**src/rtl/regfile_wr_arbiter_pkg.sv**
```systemverilog
// ============================================================================
// Module   : regfile_pkg
// Brief    : Shared register-file constants and the writeback request record.
// Revision : 1.0 - initial release
// ============================================================================
`default_nettype none

package regfile_pkg;

    localparam int                    REG_ADDR_W = 5;
    localparam logic [REG_ADDR_W-1:0] XZR_ADDR   = 5'd31;
    localparam int                    REG_DATA_W = 64;

    typedef struct packed {
        logic                  valid;
        logic [REG_ADDR_W-1:0] addr;
        logic [REG_DATA_W-1:0] data;
    } wr_req_t;

endpackage : regfile_pkg

`default_nettype wire

```
**src/rtl/regfile_wr_arbiter_if.sv**
```systemverilog
// ============================================================================
// Module   : regfile_wr_arbiter_if
// Brief    : Writeback requester handshakes plus the register-file write port.
// Revision : 1.0 - initial release
// ============================================================================
`default_nettype none

interface regfile_wr_arbiter_if
    import regfile_pkg::*;
#(
    parameter int DATA_W = REG_DATA_W,
    parameter int ADDR_W = REG_ADDR_W
);

    logic              req0_valid;
    logic [ADDR_W-1:0] req0_addr;
    logic [DATA_W-1:0] req0_data;
    logic              req0_ready;
    logic              req1_valid;
    logic [ADDR_W-1:0] req1_addr;
    logic [DATA_W-1:0] req1_data;
    logic              req1_ready;
    logic              wr_hold;
    logic              wr_en;
    logic [ADDR_W-1:0] wr_addr;
    logic [DATA_W-1:0] wr_data;

    // Requesters and the register file side.
    modport master (
        output req0_valid, req0_addr, req0_data,
        input  req0_ready,
        output req1_valid, req1_addr, req1_data,
        input  req1_ready,
        output wr_hold,
        input  wr_en, wr_addr, wr_data
    );

    // Arbiter side.
    modport slave (
        input  req0_valid, req0_addr, req0_data,
        output req0_ready,
        input  req1_valid, req1_addr, req1_data,
        output req1_ready,
        input  wr_hold,
        output wr_en, wr_addr, wr_data
    );

endinterface : regfile_wr_arbiter_if

`default_nettype wire

```
**src/rtl/regfile_wr_arbiter_rr_arb2.sv**
```systemverilog
// ============================================================================
// Module   : rr_arb2
// Brief    : Two-way round-robin grant with its priority flop.
// Revision : 1.0 - initial release
// ============================================================================
`default_nettype none

module rr_arb2
    import regfile_pkg::*;
(
    input  wire logic       clk_i,
    input  wire logic       rst_ni,
    input  wire logic [1:0] req_i,
    input  wire logic       hold_i,
    output logic      [1:0] gnt_o
);

    logic prio_q;
    logic prio_d;

    always_comb begin
        gnt_o  = 2'b00;
        prio_d = prio_q;
        // Grants are masked while reset is asserted so no handshake completes.
        if (rst_ni && !hold_i) begin
            case (req_i)
                2'b01:   gnt_o = 2'b01;
                2'b10:   gnt_o = 2'b10;
                2'b11:   gnt_o = prio_q ? 2'b10 : 2'b01;
                default: gnt_o = 2'b00;
            endcase
        end
        if (gnt_o[0]) begin
            prio_d = 1'b1;
        end else if (gnt_o[1]) begin
            prio_d = 1'b0;
        end
    end

    always_ff @(posedge clk_i or negedge rst_ni) begin
        if (!rst_ni) begin
            prio_q <= 1'b0;
        end else begin
            prio_q <= prio_d;
        end
    end

endmodule : rr_arb2

`default_nettype wire

```
**src/rtl/regfile_wr_arbiter.sv**
```systemverilog
// ============================================================================
// Module   : regfile_wr_arbiter
// Brief    : Shares the register-file write port between ALU and load writeback.
// Revision : 1.0 - initial release
// ============================================================================
`default_nettype none

module regfile_wr_arbiter
    import regfile_pkg::*;
#(
    parameter int DATA_W = 64,
    parameter int ADDR_W = 5,
    parameter int CNT_W  = 16
) (
    input  wire logic             clk_i,
    input  wire logic             rst_ni,
    regfile_wr_arbiter_if.slave   bus,
    output logic      [CNT_W-1:0] conflict_cnt_o
);

    logic [1:0]        w_gnt;
    logic              w_xfer;
    logic              w_deny;
    logic [ADDR_W-1:0] w_win_addr;
    logic [DATA_W-1:0] w_win_data;

    logic              wr_en_q,   wr_en_d;
    logic [ADDR_W-1:0] wr_addr_q, wr_addr_d;
    logic [DATA_W-1:0] wr_data_q, wr_data_d;
    logic [CNT_W-1:0]  cnt_q,     cnt_d;

    rr_arb2 u_arb (
        .clk_i  (clk_i),
        .rst_ni (rst_ni),
        .req_i  ({bus.req1_valid, bus.req0_valid}),
        .hold_i (bus.wr_hold),
        .gnt_o  (w_gnt)
    );

    assign bus.req0_ready = w_gnt[0];
    assign bus.req1_ready = w_gnt[1];
    assign w_xfer         = |w_gnt;
    assign w_deny         = (bus.req0_valid && !w_gnt[0]) || (bus.req1_valid && !w_gnt[1]);

    always_comb begin
        w_win_addr = bus.req0_addr;
        w_win_data = bus.req0_data;
        if (w_gnt[1]) begin
            w_win_addr = bus.req1_addr;
            w_win_data = bus.req1_data;
        end
    end

    always_comb begin
        wr_addr_d = wr_addr_q;
        wr_data_d = wr_data_q;
        cnt_d     = cnt_q;
        // Zero-register writes still load the stage but never raise the enable.
        wr_en_d   = w_xfer && (w_win_addr != ADDR_W'(XZR_ADDR));
        if (w_xfer) begin
            wr_addr_d = w_win_addr;
            wr_data_d = w_win_data;
        end
        if (w_deny && (cnt_q != {CNT_W{1'b1}})) begin
            cnt_d = cnt_q + CNT_W'(1);
        end
    end

    always_ff @(posedge clk_i or negedge rst_ni) begin
        if (!rst_ni) begin
            wr_en_q   <= 1'b0;
            wr_addr_q <= '0;
            wr_data_q <= '0;
            cnt_q     <= '0;
        end else begin
            wr_en_q   <= wr_en_d;
            wr_addr_q <= wr_addr_d;
            wr_data_q <= wr_data_d;
            cnt_q     <= cnt_d;
        end
    end

    assign bus.wr_en      = wr_en_q;
    assign bus.wr_addr    = wr_addr_q;
    assign bus.wr_data    = wr_data_q;
    assign conflict_cnt_o = cnt_q;

endmodule : regfile_wr_arbiter

`default_nettype wire

```
**src/flat_wrapper.sv**
```systemverilog
// flat-port wrapper written by rule: the top's interface ports become plain ports
module regfile_wr_arbiter_flat import regfile_pkg::*;
#(
    parameter int DATA_W = 64,
    parameter int ADDR_W = 5,
    parameter int CNT_W  = 16
)
  (clk_i, rst_ni, conflict_cnt_o, bus_req0_valid, bus_req0_addr, bus_req0_data, bus_req0_ready, bus_req1_valid, bus_req1_addr, bus_req1_data, bus_req1_ready, bus_wr_hold, bus_wr_en, bus_wr_addr, bus_wr_data);
  regfile_wr_arbiter_if #(.DATA_W(DATA_W), .ADDR_W(ADDR_W)) bus_i ();
  input  wire logic clk_i;
  input  wire logic rst_ni;
  output logic      [CNT_W-1:0] conflict_cnt_o;
  input wire logic [$bits(bus_i.req0_valid)-1:0] bus_req0_valid;
  input wire logic [$bits(bus_i.req0_addr)-1:0] bus_req0_addr;
  input wire logic [$bits(bus_i.req0_data)-1:0] bus_req0_data;
  output wire logic [$bits(bus_i.req0_ready)-1:0] bus_req0_ready;
  input wire logic [$bits(bus_i.req1_valid)-1:0] bus_req1_valid;
  input wire logic [$bits(bus_i.req1_addr)-1:0] bus_req1_addr;
  input wire logic [$bits(bus_i.req1_data)-1:0] bus_req1_data;
  output wire logic [$bits(bus_i.req1_ready)-1:0] bus_req1_ready;
  input wire logic [$bits(bus_i.wr_hold)-1:0] bus_wr_hold;
  output wire logic [$bits(bus_i.wr_en)-1:0] bus_wr_en;
  output wire logic [$bits(bus_i.wr_addr)-1:0] bus_wr_addr;
  output wire logic [$bits(bus_i.wr_data)-1:0] bus_wr_data;
  assign bus_i.req0_valid = bus_req0_valid;
  assign bus_i.req0_addr = bus_req0_addr;
  assign bus_i.req0_data = bus_req0_data;
  assign bus_req0_ready = bus_i.req0_ready;
  assign bus_i.req1_valid = bus_req1_valid;
  assign bus_i.req1_addr = bus_req1_addr;
  assign bus_i.req1_data = bus_req1_data;
  assign bus_req1_ready = bus_i.req1_ready;
  assign bus_i.wr_hold = bus_wr_hold;
  assign bus_wr_en = bus_i.wr_en;
  assign bus_wr_addr = bus_i.wr_addr;
  assign bus_wr_data = bus_i.wr_data;
  regfile_wr_arbiter #(.DATA_W(DATA_W), .ADDR_W(ADDR_W), .CNT_W(CNT_W)) u_core (.clk_i(clk_i), .rst_ni(rst_ni), .bus(bus_i), .conflict_cnt_o(conflict_cnt_o));
endmodule
```
**config.mk**
```make
export PLATFORM = sky130hd
export DESIGN_NAME = regfile_wr_arbiter_flat
export DESIGN_NICKNAME = d
export VERILOG_FILES = /design/src/rtl/regfile_wr_arbiter_pkg.sv /design/src/rtl/regfile_wr_arbiter_if.sv /design/src/rtl/regfile_wr_arbiter_rr_arb2.sv /design/src/rtl/regfile_wr_arbiter.sv /design/src/flat_wrapper.sv
export SDC_FILE = /design/constraint.sdc
export NUM_CORES = 1
export LEC_CHECK = 0
export BUFFER_PORTS_ARGS = -buffer_cell sky130_fd_sc_hd__buf_2
export CORE_ASPECT_RATIO = 0.6
export CORE_MARGIN = 2
export CORE_UTILIZATION = 30
export DETAILED_ROUTE_END_ITERATION = 10
export PLACE_DENSITY = 0.56
export SLEW_MARGIN = 10
export SYNTH_ARGS = -nofsm -noshare
export SYNTH_HDL_FRONTEND = slang
export SYNTH_SLANG_ARGS = --single-unit
```
**constraint.sdc**
```tcl
create_clock -name clk_i -period 2.1 [get_ports clk_i]
set_clock_uncertainty 0.05 [all_clocks]
set_input_delay 0.105 -clock clk_i [delete_from_list [all_inputs] [get_ports clk_i]]
set_output_delay 0.105 -clock clk_i [all_outputs]
set_load 0.05 [all_outputs]
```
* Word-level counts from Yosys, hierarchy flattened
Cells that the tools add are included.
** Word-level totals
- Flip-flop bits (word level) :: 87
- Logic and storage cells :: 29
- Output and inout bits :: 88
** Operators by class
- Eq/ne operators :: 5
- Add/subtract/negate cells :: 1
- Reduce and logical (&&, ||, !) cells :: 11
- Multiplexer cells :: 7
** Operators by type and width (number)
- 64-bit two-way mux :: 1
- 16-bit by 1-bit adder with 16-bit output (second input constant) :: 1
- 16-bit != test (second input constant) :: 1
- 2-bit case mux with 3 select lines :: 1
- 1-bit logical AND :: 5
- 5-bit two-way mux :: 1
- 5-bit != test (second input constant) :: 1
- 2-bit == test (second input constant) :: 2
- 2-bit two-way mux :: 2
- 1-bit logical NOT :: 3
- 2-bit by 1-bit == test with 1-bit output (second input constant) :: 1
- 1-bit two-way mux :: 2
- 2-bit nonzero test :: 1
- 2-bit OR reduction :: 1
- 1-bit logical OR :: 1

* Depth between registers and ports, before layout
- Word-level depth :: 7
- Gate-level depth with buffers :: 7

* Hierarchy
From an unflattened synthesis, not the netlist that was laid out.
** Unflattened totals
- Cell total of the unflattened synthesis :: 395
- Area total of the unflattened synthesis :: 4149.0 µm²
** Modules (own cells, without submodules)
- regfile_wr_arbiter :: area each 4067.7 µm², cells each 385, times used 1
- rr_arb2 :: area each 81.3 µm², cells each 10, times used 1

* Worst setup path after synthesis
OpenSTA, ideal clock, no wires.
- Kind :: reg-to-reg
- From :: reg u_core.cnt_q[0] (netlist: u_core.conflict_cnt_o[0])
- To :: reg u_core.cnt_q[10] (netlist: u_core.conflict_cnt_o[10])
- Path slack :: 0.213 ns
- Library setup time :: 0.082 ns
- Cell stages (with the launch flop) :: 7
- Clock period less this slack :: 1.887 ns
- Arrival time :: 1.755 ns
- Data required time :: 1.968 ns
- Cell sequence :: dfrtp_1 > ha_1 > nand3_1 > nor2_1 > and3_4 > and3_1 > xor2_1
** Between the ends
- Longest elaborated chain between the ends :: 2
** RTL lines
- from (decl) :: line regfile_wr_arbiter.sv:30 : logic [CNT_W-1:0] cnt_q, cnt_d;
- from (signal assigned) :: line regfile_wr_arbiter.sv:79 : cnt_q <= cnt_d;
- branches (longest 2 deep; another with 16-bit by 1-bit adder with 16-bit output)
Several ways; the timed one is not identified.
A chain may end at the register's enable or synchronous reset.

* Worst setup path in the final report
- From :: in rst_ni
- To :: out bus_req1_ready
** Between the ends
- Longest elaborated chain between the ends :: 2
** RTL lines
- from (decl) :: line flat_wrapper.sv:11 : input wire logic rst_ni;
- 1-bit logical AND :: line regfile_wr_arbiter_rr_arb2.sv:25 : if (rst_ni && !hold_i) begin
- 2-bit two-way mux :: line regfile_wr_arbiter_rr_arb2.sv:25
- to (decl) :: line flat_wrapper.sv:20 : output wire logic [$bits(bus_i.req1_ready)-1:0] bus_req1_ready;
Every way passes these cells.

==> qor_table.md <==
| Step | Quantity | Reported |
| --- | --- | --- |
| hold path | Instance count along the most critical hold path | 3 |
| global routing | Initial antenna violation count | 0 |
| worst setup path | Largest fanout of any net on the critical path | 31 |
| worst setup path | Critical-path cell with the highest stage delay | sky130_fd_sc_hd__dlygate4sd3_1 |
| global routing | Global-route wire length before repair | 16600 um |
| synthesis | Total number of yosys warnings | 0 |
| routing | Antenna-violating nets left | 0 |
| cells and area | Utilization of the core after routing | 42.2% |
| clock network | Inserted Clock Buffers | 9 |
| clock network | Clock slew at the register clock pins of the worst setup and hold paths | 0.06 ns |
| worst setup path | Endpoint of the most critical setup path | bus_req1_ready |
| clock network | Clk Latency, worst-skew pair | 0.33 ns |
| timing | Count of final setup violators | 0 |
| worst setup path | Reg2reg end | u_core.conflict_cnt_o[5] |
| floorplan | Core Area | 13600 um2 |
| status | Status | completed |
| worst setup path | Logic depth of the worst register-to-register path | 5 |
| cells and area | Commonest non-fill, non-tap cell in the layout | sky130_fd_sc_hd__buf_2 |
| place | Global placer's final weighted congestion | 0.773 |
| synthesis | Synthesized area per cell | 10.7 um2 |
| routing | Vias | 3544 |
| synthesis | Area share of the leading cell type in the synthesized netlist | 52.4% |
| floorplan | Effective utilization at floorplan | 30.6% |
| cells and area | Count of inserted antenna diode cells | 0 |
| timing | Final critical-path required period | 1.94 ns |
| floorplan | Site row count | 33 |
| hold path | Type of the most critical hold path | input port to flip-flop |
| flow run | Maxcap violations | 0 |
| worst setup path | Capturing element type of the critical path | primary output |
| global routing | Number of global-route vias before repair | 3382 |
| clock network | TritonCTS clock tree | yes |
| place | Placement Cell Area | 5420 um2 |
| worst setup path | Endpoint arrival time on the critical path | 1.78 ns |
| power and ir drop | Pwr dens | 1020 nW/um2 |
| floorplan | Floorplan die height | 95.1 um |
| routing | Iter 0 DRT Violations | 114 |
| timing | Transition time of the tightest slew-check pin | 0.895 ns |
| global routing | Overall fraction of global-route tracks in use | 14.2% |
| worst setup path | Worst r2r src | u_core.conflict_cnt_o[10] |
| timing | Unrepaired setup endpoints after global routing | no |
| synthesis | Cells after synthesis | 387 |
| routing | Detailed-route vias per instance | 4.48 |
| cells and area | Layout Cells excl Fill | 791 |
| worst setup path | Worst setup path category | input port to primary output |
| global routing | Largest net degree at the start of global routing | 72 |
| routing | Detailed-routed wire length on met2 | 4820 um |
| cells and area | Fraction of layout cells with a size suffix above 1 | 41.9% |
| power and ir drop | IR Drop Worst-Case VDD | 0.000488 V |
| worst setup path | Max stage delay on crit path | 0.52 ns |
| timing | Relative slew slack | 40.3% |
| synthesis | Top area cells in the synthesized netlist | sky130_fd_sc_hd__dfrtp_1, sky130_fd_sc_hd__mux2i_1, sky130_fd_sc_hd__a21oi_1 |
| timing | Period Utilization, post-route | 92.4% |
| clock network | # clock sinks | 87 |
| timing | Highest achievable clock rate | 516 MHz |
| floorplan | Total die area | 14800 um2 |
| cells and area | Final net count | 757 |
| routing | DRC viols | 0 |
| clock network | Root Buffer Master | sky130_fd_sc_hd__clkbuf_16 |
| cells and area | Commonest cells after routing, fill and taps aside | sky130_fd_sc_hd__buf_2, sky130_fd_sc_hd__dfrtp_1, sky130_fd_sc_hd__nor2_1, sky130_fd_sc_hd__a21oi_1, sky130_fd_sc_hd__mux2i_1 |
| cells and area | Final design instance area without fill | 5730 um2 |
| synthesis | Number of nets in the synthesized netlist | 531 |
| global routing | Remaining global-route overflow | 0 |
| synthesis | Flip-flop and latch count after synthesis | 87 |
| floorplan | Ports placed on the boundary | 231 |
| synthesis | Cell area after synthesis | 4150 um2 |
| clock network | Max clock buf depth | 2 |
| worst setup path | Cells traversed along the worst timing path | dlygate4sd3_1, buf_4, and2b_2, nand2_1, a21oi_4, buf_12, buf_2 |
| power and ir drop | Static power due to leakage | 2.69 nW |
| synthesis | Area leader, netlist | sky130_fd_sc_hd__dfrtp_1 |
| worst setup path | Kind of start point of the critical path | input port |
| place | Port Buffer Count | 230 |
| floorplan | Die width | 156 um |
| cells and area | Area delta synth->final | 37.9% |
| worst setup path | Worst EP required | 1.95 ns |
| worst setup path | Critical Path Start | rst_ni |
| synthesis | Number of distinct library cells after synthesis | 33 |
| routing | Max layer used | met4 |
| timing | Total negative slack for setup checks | 0 ns |
| routing | Length of routed met3 wiring | 857 um |
| clock network | CTS H-tree depth | 3 |
| routing | TritonRoute pass-1 iters | 5 |
| timing | Final-report hold violation count | 0 |
| synthesis | Sequential share of the synthesized area | 52.4% |
| place | Total instance count after detailed placement | 775 |
| place | Detailed placer's ending HPWL | 8080 um |
| timing | Final worst hold slack | 0.0194 ns |
| routing | DR WL/cell | 13.5 um |
| timing | Number of pins exceeding their max-slew limit in the final report | 0 |
| routing | Total wire length | 10700 um |
| routing | Met1 Wirelength | 4940 um |
| worst setup path | Register-to-register path setup slack | 0.45 ns |
==> sequential cells by signal, indices dropped and copies added, names as in the netlist <==
| name | cells |
|---|---|
| u_core.bus.wr_data | 64 |
| u_core.conflict_cnt_o | 16 |
| u_core.bus.wr_addr | 5 |
| u_core.bus.wr_en | 1 |
| u_core.u_arb.prio_q | 1 |
==> where the power goes <==
part / switching [W] / total, W / internal, W / leakage [nW]
sequential: 0.000216 / 0.00219 / 0.00197 / 0.990
clock: 0.000624 / 0.00157 / 0.000942 / 0.134
combinational: 0.00153 / 0.00208 / 0.000542 / 1.57
==> kinds of logic (layout without fill, tap and decap cells) <==
family                   count (synthesis)  in the layout  share of synthesized area (%)
XOR/XNOR                                14             14                           2.95
AND/OR/NAND/NOR                        111            111                           11.5
AO/OA/AOI/OAI                           78             78                           10.4
adder cells (fa/ha/maj)                  2              2                          0.572
multiplexers                            69             69                           16.6
buffers and inverters                   26            255                           5.45
flip-flops                              87             87                           52.4
==> critical path: cells and delay by family <==
kind,cells,cell delay [ns]
AO/OA/AOI/OAI,1,0.19
buffers and inverters,4,1.19
AND/OR/NAND/NOR,2,0.26
==> area by class of cell <==
class | count | area (um2)
clock buffers | 11 | 243
clock inverters | 3 | 45.0
fillers | 1325 | 7860
inverters | 3 | 11.3
multi-input cells | 274 | 1760
flip-flops and latches | 87 | 2180
well taps | 175 | 219
repair buffers | 238 | 1270
==> worst min-delay path by stage <==
stage,start,endpoint,slack (ns)
5_1_grt,bus_req0_data[20],u_core.bus.wr_data[20],0.02
4_1_cts,bus_req0_data[44],u_core.bus.wr_data[44],0.002
3_3_place_gp,rst_ni,u_core.u_arb.prio_q,0.06
2_1_floorplan,rst_ni,u_core.bus.wr_addr[0],-0.24
6_report,bus_req0_data[37],u_core.bus.wr_data[37],0.02
3_5_place_dp,rst_ni,u_core.u_arb.prio_q,0.06
==> per-stage QoR <==
step           setup WS [ns]  total power, W
2_1_floorplan          0.213         0.00370
3_3_place_gp           0.502         0.00429
3_5_place_dp           0.448         0.00431
4_1_cts                0.152         0.00593
5_1_grt               0.0811         0.00617
6_report               0.160         0.00583
==> routing by layer <==
layer,global-route usage (%),vias to the layer above
met5,0,-
met3,4.50,6
met2,23.1,140
li1,-,1782
met1,18.6,1616
met4,3.75,0
==> synthesized netlist by cell type (all sizes together) <==
library cell and number:
o31ai 1, nor3 2, nand2 11, and2b 1, a21o 1, buf 15
dfrtp 87, ha 1, inv 3, xnor2 5, maj3 1, nand4 3
mux2i 69, a21oi 72, and2 1, o2111ai 1, xor2 9, clkbuf 8
nor2 79, o311a 1, a31oi 1, nand2b 1, and4 1, and3 5
o31a 1, nand3 7
==> timing repair <==
| action | in CTS | in global routing |
|---|---|---|
| buffers inserted | 0 | 0 |
| hold endpoints to repair | 17 | 0 |
| gates resized for setup | 0 | 0 |
| hold buffers | 2 | 0 |
(Power assumes the default switching activity.)
